### src/rtl/fir.sv
`default_nettype none
// ============================================================================
// Module      : fir
// Description : 11-tap serial-MAC FIR filter, AXI-Lite config, AXI-Stream data
// Revision    : 1.0 - initial release
// ============================================================================
module fir #(
    parameter int pADDR_WIDTH = 12,
    parameter int pDATA_WIDTH = 32,
    parameter int Tape_Num    = 11
) (
    input  logic                   axis_clk,
    input  logic                   axis_rst_n,
    // AXI-Lite write
    input  logic                   awvalid,
    output logic                   awready,
    input  logic [pADDR_WIDTH-1:0] awaddr,
    input  logic                   wvalid,
    output logic                   wready,
    input  logic [pDATA_WIDTH-1:0] wdata,
    // AXI-Lite read
    input  logic                   arvalid,
    output logic                   arready,
    input  logic [pADDR_WIDTH-1:0] araddr,
    output logic                   rvalid,
    input  logic                   rready,
    output logic [pDATA_WIDTH-1:0] rdata,
    // AXI-Stream in
    input  logic                   ss_tvalid,
    output logic                   ss_tready,
    input  logic [pDATA_WIDTH-1:0] ss_tdata,
    input  logic                   ss_tlast,
    // AXI-Stream out
    output logic                   sm_tvalid,
    input  logic                   sm_tready,
    output logic [pDATA_WIDTH-1:0] sm_tdata,
    output logic                   sm_tlast
);

    localparam int c_IDX_W = $clog2(Tape_Num);
    localparam int c_TAP_BASE = 32;

    localparam logic [1:0] c_S_IDLE    = 2'd0;
    localparam logic [1:0] c_S_WAIT_IN = 2'd1;
    localparam logic [1:0] c_S_CALC    = 2'd2;
    localparam logic [1:0] c_S_OUT     = 2'd3;

    localparam logic [pADDR_WIDTH-1:0] c_ADDR_CTRL = '0;
    localparam logic [pADDR_WIDTH-1:0] c_ADDR_LEN  = pADDR_WIDTH'(16);

    logic [1:0]             r_state;
    logic                   r_awready, r_wready, r_arready, r_rvalid;
    logic [pDATA_WIDTH-1:0] r_rdata;
    logic                   r_ss_tready, r_sm_tvalid, r_sm_tlast;
    logic [pDATA_WIDTH-1:0] r_sm_tdata;
    logic                   r_ap_start, r_ap_done, r_ap_idle;
    logic [pDATA_WIDTH-1:0] r_data_length, r_out_cnt, r_acc;
    logic [pDATA_WIDTH-1:0] r_tap  [Tape_Num];
    logic [pDATA_WIDTH-1:0] r_hist [Tape_Num];
    logic [c_IDX_W-1:0]     r_idx;

    logic                   w_wr_fire, w_rd_fire, w_start, w_in_fire, w_out_fire;
    logic                   w_last_out;
    logic [pDATA_WIDTH-1:0] w_len_eff, w_prod, w_rd_val;
    logic                   w_unused;

    assign w_unused   = ss_tlast;  // frame end is counted from data_length instead

    assign w_wr_fire  = r_awready & awvalid & wvalid;
    assign w_rd_fire  = r_arready & arvalid;
    assign w_start    = w_wr_fire && (awaddr == c_ADDR_CTRL) && wdata[0] && r_ap_idle;
    assign w_in_fire  = r_ss_tready & ss_tvalid;
    assign w_out_fire = r_sm_tvalid & sm_tready;
    assign w_len_eff  = (r_data_length == '0) ? pDATA_WIDTH'(1) : r_data_length;
    assign w_last_out = (r_out_cnt == w_len_eff);
    // Same-width product keeps exactly the low word of the signed 64-bit result.
    assign w_prod     = r_tap[r_idx] * r_hist[r_idx];

    always_comb begin
        w_rd_val = '0;
        if (araddr == c_ADDR_CTRL) begin
            w_rd_val = pDATA_WIDTH'({r_ap_idle, r_ap_done, r_ap_start});
        end else if (araddr == c_ADDR_LEN) begin
            w_rd_val = r_data_length;
        end
        for (int i = 0; i < Tape_Num; i++) begin
            if (araddr == pADDR_WIDTH'(c_TAP_BASE + 4 * i)) begin
                w_rd_val = r_tap[i];
            end
        end
    end

    always_ff @(posedge axis_clk or negedge axis_rst_n) begin
        if (!axis_rst_n) begin
            r_awready <= 1'b0;
            r_wready  <= 1'b0;
            r_arready <= 1'b0;
            r_rvalid  <= 1'b0;
            r_rdata   <= '0;
        end else begin
            r_awready <= !r_awready && awvalid && wvalid;
            r_wready  <= !r_awready && awvalid && wvalid;
            r_arready <= !r_arready && !r_rvalid && arvalid;
            if (w_rd_fire) begin
                r_rvalid <= 1'b1;
                r_rdata  <= w_rd_val;
            end else if (r_rvalid && rready) begin
                r_rvalid <= 1'b0;
            end
        end
    end

    always_ff @(posedge axis_clk or negedge axis_rst_n) begin
        if (!axis_rst_n) begin
            r_data_length <= '0;
            for (int i = 0; i < Tape_Num; i++) r_tap[i] <= '0;
        end else if (w_wr_fire && r_ap_idle) begin
            if (awaddr == c_ADDR_LEN) r_data_length <= wdata;
            for (int i = 0; i < Tape_Num; i++) begin
                if (awaddr == pADDR_WIDTH'(c_TAP_BASE + 4 * i)) r_tap[i] <= wdata;
            end
        end
    end

    always_ff @(posedge axis_clk or negedge axis_rst_n) begin
        if (!axis_rst_n) begin
            r_state     <= c_S_IDLE;
            r_ap_start  <= 1'b0;
            r_ap_done   <= 1'b0;
            r_ap_idle   <= 1'b1;
            r_ss_tready <= 1'b0;
            r_sm_tvalid <= 1'b0;
            r_sm_tlast  <= 1'b0;
            r_sm_tdata  <= '0;
            r_out_cnt   <= '0;
            r_acc       <= '0;
            r_idx       <= '0;
            for (int i = 0; i < Tape_Num; i++) r_hist[i] <= '0;
        end else begin
            if (w_rd_fire && (araddr == c_ADDR_CTRL)) r_ap_done <= 1'b0;

            if (w_start) begin
                r_ap_start <= 1'b1;
                r_ap_idle  <= 1'b0;
                r_ap_done  <= 1'b0;
                r_out_cnt  <= pDATA_WIDTH'(1);
                for (int i = 0; i < Tape_Num; i++) r_hist[i] <= '0;
            end

            case (r_state)
                c_S_IDLE: begin
                    if (r_ap_start) begin
                        r_state     <= c_S_WAIT_IN;
                        r_ss_tready <= 1'b1;
                    end
                end
                c_S_WAIT_IN: begin
                    if (w_in_fire) begin
                        r_hist[0] <= ss_tdata;
                        for (int i = 1; i < Tape_Num; i++) r_hist[i] <= r_hist[i-1];
                        r_ap_start  <= 1'b0;
                        r_ss_tready <= 1'b0;
                        r_acc       <= '0;
                        r_idx       <= '0;
                        r_state     <= c_S_CALC;
                    end
                end
                c_S_CALC: begin
                    if (r_idx == c_IDX_W'(Tape_Num - 1)) begin
                        r_sm_tdata  <= r_acc + w_prod;
                        r_sm_tlast  <= w_last_out;
                        r_sm_tvalid <= 1'b1;
                        r_state     <= c_S_OUT;
                    end else begin
                        r_acc <= r_acc + w_prod;
                        r_idx <= r_idx + 1'b1;
                    end
                end
                default: begin
                    if (w_out_fire) begin
                        r_sm_tvalid <= 1'b0;
                        r_sm_tlast  <= 1'b0;
                        if (r_sm_tlast) begin
                            r_ap_done <= 1'b1;
                            r_ap_idle <= 1'b1;
                            r_state   <= c_S_IDLE;
                        end else begin
                            r_out_cnt   <= r_out_cnt + 1'b1;
                            r_ss_tready <= 1'b1;
                            r_state     <= c_S_WAIT_IN;
                        end
                    end
                end
            endcase
        end
    end

    assign awready   = r_awready;
    assign wready    = r_wready;
    assign arready   = r_arready;
    assign rvalid    = r_rvalid;
    assign rdata     = r_rdata;
    assign ss_tready = r_ss_tready;
    assign sm_tvalid = r_sm_tvalid;
    assign sm_tdata  = r_sm_tdata;
    assign sm_tlast  = r_sm_tlast;

endmodule
`default_nettype wire

### config.mk
export PLATFORM = sky130hd
export DESIGN_NAME = fir
export DESIGN_NICKNAME = d
export VERILOG_FILES = /design/src/rtl/fir.sv
export SDC_FILE = /design/constraint.sdc
export NUM_CORES = 2
export LEC_CHECK = 0
export CAP_MARGIN = 0
export CELL_PAD_IN_SITES_DETAIL_PLACEMENT = 1
export CELL_PAD_IN_SITES_GLOBAL_PLACEMENT = 1
export CORE_ASPECT_RATIO = 1.1
export CORE_UTILIZATION = 40
export CTS_CLUSTER_DIAMETER = 80
export CTS_CLUSTER_SIZE = 14
export DETAILED_ROUTE_END_ITERATION = 10
export PLACE_DENSITY = 0.76
export SLEW_MARGIN = 20
export SYNTH_ARGS = -nofsm -noshare
export SYNTH_HDL_FRONTEND = slang
export SYNTH_SLANG_ARGS = --single-unit
export TNS_END_PERCENT = 10
### constraint.sdc
create_clock -name axis_clk -period 23.9 [get_ports axis_clk]
set_input_delay 3.585 -clock axis_clk [delete_from_list [all_inputs] [get_ports axis_clk]]
set_output_delay 3.585 -clock axis_clk [all_outputs]
set_load 0.02 [all_outputs]
* Word level (Yosys, flattened, before mapping)
Index checks and enable logic that the tools add are counted.
Storage, ports and cells: input bits 97, bits in registers 879
Operators by class: multipliers 1, bitwise logic cells 8, $lt $le $gt $ge 1, $add $sub $neg 3, reductions and logical operators 41, multiplexer cells 63, eq/ne operators 33
Operators with widths (number):
- 2-to-1 mux 352 bit | 3
- 2-to-1 mux 32 bit | 24
- binary-select mux 32 bit (select 4 bit) | 2
- == test 12 x 6 -> 1 bit, second input constant | 16
- == test 12 x 7 -> 1 bit, second input constant | 6
- one-hot mux 32 bit (2 select lines) | 1
- adder 32 x 1 -> 32 bit, second input constant | 1
- adder 32 bit | 1
- == test 32 bit | 1
- logical NOT 32 bit | 1
- multiplier 32 x 32 -> 32 bit | 1
- AND reduction 2 bit | 13
- == test 12 x 5 -> 1 bit, second input constant | 2
- logical NOT 12 bit | 2
- 2-to-1 mux 1 bit | 22
- logical AND 1 bit | 10
- 2-to-1 mux 2 bit | 4
- 2-to-1 mux 4 bit | 2
- != test 2 bit, second input constant | 4
- one-hot mux 4 bit (2 select lines) | 1
- one-hot mux 2 bit (3 select lines) | 1
- AND reduction 3 bit | 2
- nonzero test 2 bit | 3
- bitwise AND 1 bit | 5
- other kinds (18) | 22

* Logic depth before layout (Yosys ltp)
depth in word-level cells 14, gate-level depth with buffers 37, gate-level depth less buffers 30

* Worst setup path before layout
No wires, ideal clock.
path kind reg2reg, start point register r_idx[0], end point register r_sm_tdata[31] (netlist: sm_tdata[31]), data required time 23766 ps, arrival 8563 ps, path buffers 6, cell stages (with the launch flop) 33, path slack 15204 ps, period minus slack after synthesis 8696 ps, path through dfrtp_1 -> buf_6 -> buf_12 -> buf_6 -> buf_6 -> buf_6 -> mux4_2 -> or2_1 -> a32oi_2 -> clkbuf_1 -> nor2_1 -> fa_1 -> fa_1 -> inv_1 -> fa_1 -> fa_1 -> inv_1 -> ha_1 -> ha_1 -> fa_1 -> inv_1 -> fa_1 -> inv_1 -> ha_1 -> a21o_1 -> a2111o_1 -> o311ai_0 -> a211oi_1 -> o31a_1 -> o41ai_1 -> o21ai_0 -> xor2_1 -> o21ai_1
On the way: longest elaborated chain between the ends 6, elaborated cells on any way between the ends 11, classes of those cells add/sub: 1; mul: 1; eq/ne: 1; mux: 6; bitwise: 1; reduce/logical: 1
Ends and longest elaborated chain:
- start, declared | RTL line 60 | logic [c_IDX_W-1:0] r_idx;
- start signal, assigned | RTL line 176 | r_idx <= r_idx + 1'b1;
- NOT 4 -> 5 bit (implied by the code) | RTL line 77 | assign w_prod = r_tap[r_idx] * r_hist[r_idx];
- binary-select mux 32 bit (select 4 bit) | RTL line 77
- 2-to-1 mux 32 bit (implied by the code) (2 in series) | RTL line 77
- multiplier 32 x 32 -> 32 bit | RTL line 77
- adder 32 bit | RTL line 170 | r_sm_tdata <= r_acc + w_prod;
- end signal, assigned | RTL line 170
- end, declared | RTL line 55 | logic [pDATA_WIDTH-1:0] r_sm_tdata;
Parallel ways exist; a longest one is shown, timed or not. The select of a mux whose other input is x is not followed. A chain may end at the register's enable or synchronous reset.

* Worst setup path in the final report
start point register r_idx[0], end point register r_acc[31]
On the way: longest elaborated chain between the ends 8, elaborated cells on any way between the ends 14, classes of those cells add/sub: 1; mul: 1; eq/ne: 2; mux: 8; bitwise: 1; reduce/logical: 1
Ends and longest elaborated chain:
- NOT 4 -> 5 bit (implied by the code) | RTL line 77
- binary-select mux 32 bit (select 4 bit) | RTL line 77
- 2-to-1 mux 32 bit (implied by the code) (2 in series) | RTL line 77
- multiplier 32 x 32 -> 32 bit | RTL line 77
- adder 32 bit | RTL line 175 | r_acc <= r_acc + w_prod;
- 2-to-1 mux 32 bit | RTL line 169 | if (r_idx == c_IDX_W'(Tape_Num - 1)) begin
- one-hot mux 32 bit (2 select lines) | RTL line 150 | case (r_state)
- end signal, assigned | RTL line 175
- end, declared | RTL line 57 | logic [pDATA_WIDTH-1:0] r_data_length, r_out_cnt, r_acc;
Parallel ways exist; a longest one is shown, timed or not. The select of a mux whose other input is x is not followed.

==> results.ini <==
[setup_path]
crit_buf_inv=8
arrival_ns=11.81
slowest_stage=dfrtp_4
crit_family=adder cells
cp_common_cell=fa_1
worst-endpoint-required_ns=24.47
cp-end-kind=flip-flop
r2r-start=r_idx[0]$_DFFE_PN0P_
cp-startpoint=r_idx[0]$_DFFE_PN0P_
start_kind=flip-flop
reg2reg_setup_slack_ns=12.65
cp_max_fo=92
max_stage_delay_ns=0.79
criticalPathCategory=flip-flop to flip-flop
reg2reg_depth=29
r2r-end=r_acc[31]$_DFFE_PN0P_

[route]
drt_iter0_markers=3797
vias=45400
wl_met1_mm=80.5
maxUsedRoutingLayer=met5
vias_per_cell=5.86
dr_wl_met2_mm=94.3
ant_nets=0
wl_per_cell_um=25.5
wirelength_mm=198
first_pass_iters=8
drc=0
met3_length_mm=14.0

[place]
preCtsSetupSlack_ns=12.70
port-buffer-count=166
dpl.hpwl_mm=133
routabilityCongestion=0.866

[synth]
synth_async_sr_flop_share=1.00
synth_top_area_frac=0.373
synth_top_cell_by_area=dfrtp_1
syn_nets=6506
synth_edf_count=0
synth_ff_type=dfrtp_1
synth.yosys.seq_area_share=0.373
synthMostInstantiatedCell=nand2_1
synth_area_leaders=dfrtp_1, fa_1, mux2_2
synth.distinct_cells=75
synth_cells=5840
synthTopCellsByCount=nand2_1, dfrtp_1, inv_1, o21ai_0, fa_1
syn_area_per_cell_um2=10.1
synth-seq-cells=879
yosys_warnings=0
netlist_area_um2=58900

[hold_path]
worstHoldPathType=flip-flop to flip-flop
whs_path_depth=1
hold-path-endpoint=wready$_DFF_PN0_
worstHoldStart=wready$_DFF_PN0_

[global_route]
grt_max_degree=225
grt_pass1_vias=49100
grt-ovfl-total=0
grt_usage=0.269
grt_pass1_wl_mm=305
antenna_found_initial=17

[clock_tree]
path_clk_slew_ns=0.07
cts.sink_count=879
numCtsBuffers=75
clock_path_buffers=3
clock_latency_ns=0.71
cts_post_setup_buffers_inserted=0
cts_resized=0
cts_tree=built
htree_levels=3
hold_buffers=0
cts_root_buf=clkbuf_16

[floorplan]
initial_core_util=0.403
dieHeight_um=405
core-area_um2=146000
die_w_um=368
num_io_pins=168
rows=147
die-area_um2=149000

[sta]
hold_viol=0
rsz0062_at_grt=no
setup_viol=0
drv_slew=0
clock.fmax_mhz=88.9
slew_headroom=0.178
timing.final.ws_setup_ns=12.65
period_needed_ns=11.25
worstMarginPinSlew_ns=1.23
finalCritPeriodShare=0.471
clock_skew_ns=0.0434
final.setup.tns_ns=0

[run]
cap_violations=0

[power_and_ir_drop]
vdd_drop_max_mv=0.0668
p_leak_nw=29.7
power.density_nw_per_um2=44.1

[finish]
drive_above_1_share=0.142
finalNetCount=6455
multi_input_area_um2=33100
regArea_um2=22000
fill_cells=16200
area_delta_synth_final_pct=9.82

[status]
outcome=finished clean

[power breakdown]
part,internal (mW),total (mW),leakage [nW],switching (mW)
Clock,0.603,1.20,1.06,0.593
Combinational,0.0506,0.140,16.9,0.0894
Sequential,1.50,1.52,11.7,0.0176
[through the flow]
stage | hold slack, ns | instance area (um2) | std cells | util | power, mW
3_3_place_gp | 0.449 | 62400 | 7647 | 0.428 | 1.68
6_report | 0.469 | 64700 | 7754 | 0.443 | 2.85
2_1_floorplan | 0.449 | 58900 | 5840 | - | 1.58
5_1_grt | 0.501 | 64700 | 7748 | 0.443 | 2.94
4_1_cts | 0.471 | 64600 | 7744 | 0.443 | 2.89
3_5_place_dp | 0.461 | 62400 | 7647 | 0.428 | 1.69
[layout by cell type, fill, tap and decap left out, types with 111 or more instances in the layout]
cell type        netlist  routed
buf_4                 19     111
clkdlybuf4s50_1        0     164
dfrtp_1              878     875
fa_1                 438     438
ha_1                 131     131
inv_1                615     614
mux2_2               364     364
mux4_2               128     128
nand2_1              900     895
nor2_1               419     400
o21ai_0              488     488
[final cells by class]
cell class	count	share of cell area
inverter	615	0.0357
sequential	879	0.340
multi-input combinational	3932	0.511
antenna	8	0.000309
tap	1937	0.0375
clock inverter	14	0.00416
timing repair buffer	286	0.0410
clock buffer	83	0.0298
[flip-flops by register name, summed over array words and instances (netlist names), 2 cells and up]
signal	count
r_state	2
sm_tdata	32
r_idx	4
r_acc	32
rdata	32
r_hist	352
r_out_cnt	32
r_data_length	32
r_tap	352
[worst register-to-register path: cells and delay by family (launching register included)]
family | cells | cell delay, ns
adder cells (fa/ha/maj) | 9 | 3.89
XOR/XNOR | 1 | 0.52
buffers and inverters | 8 | 2.43
flip-flops | 1 | 0.79
AO/OA/AOI/OAI | 9 | 3.07
AND/OR/NAND/NOR | 2 | 0.40
[routing by layer]
metal,global-route usage,vias to the layer above
li1,-,19300
met1,0.350,24000
met2,0.437,1648
met3,0.0492,469
met4,0.120,14
met5,0,-
[how the worst max path moves through the flow]
| stage | endpoint | depth (start not counted) |
|---|---|---|
| after floorplan | sm_tdata[31]$_DFFE_PN0P_ | 32 |
| after global placement | r_acc[31]$_DFFE_PN0P_ | 30 |
| after detailed placement | r_acc[31]$_DFFE_PN0P_ | 29 |
| after CTS | r_acc[31]$_DFFE_PN0P_ | 29 |
| after global routing | sm_tdata[31]$_DFFE_PN0P_ | 30 |
| final | r_acc[31]$_DFFE_PN0P_ | 29 |
[cells by family after synthesis]
| family | share of synthesized area |
|---|---|
| AOI/OAI and AO/OA | 0.107 |
| xor gates and xnor gates | 0.0199 |
| adders and majority gates | 0.177 |
| buffers and inverters | 0.0694 |
| DFF | 0.373 |
| muxes | 0.133 |
| and+or+nand+nor | 0.122 |
Power figures use the tool's default switching activity.
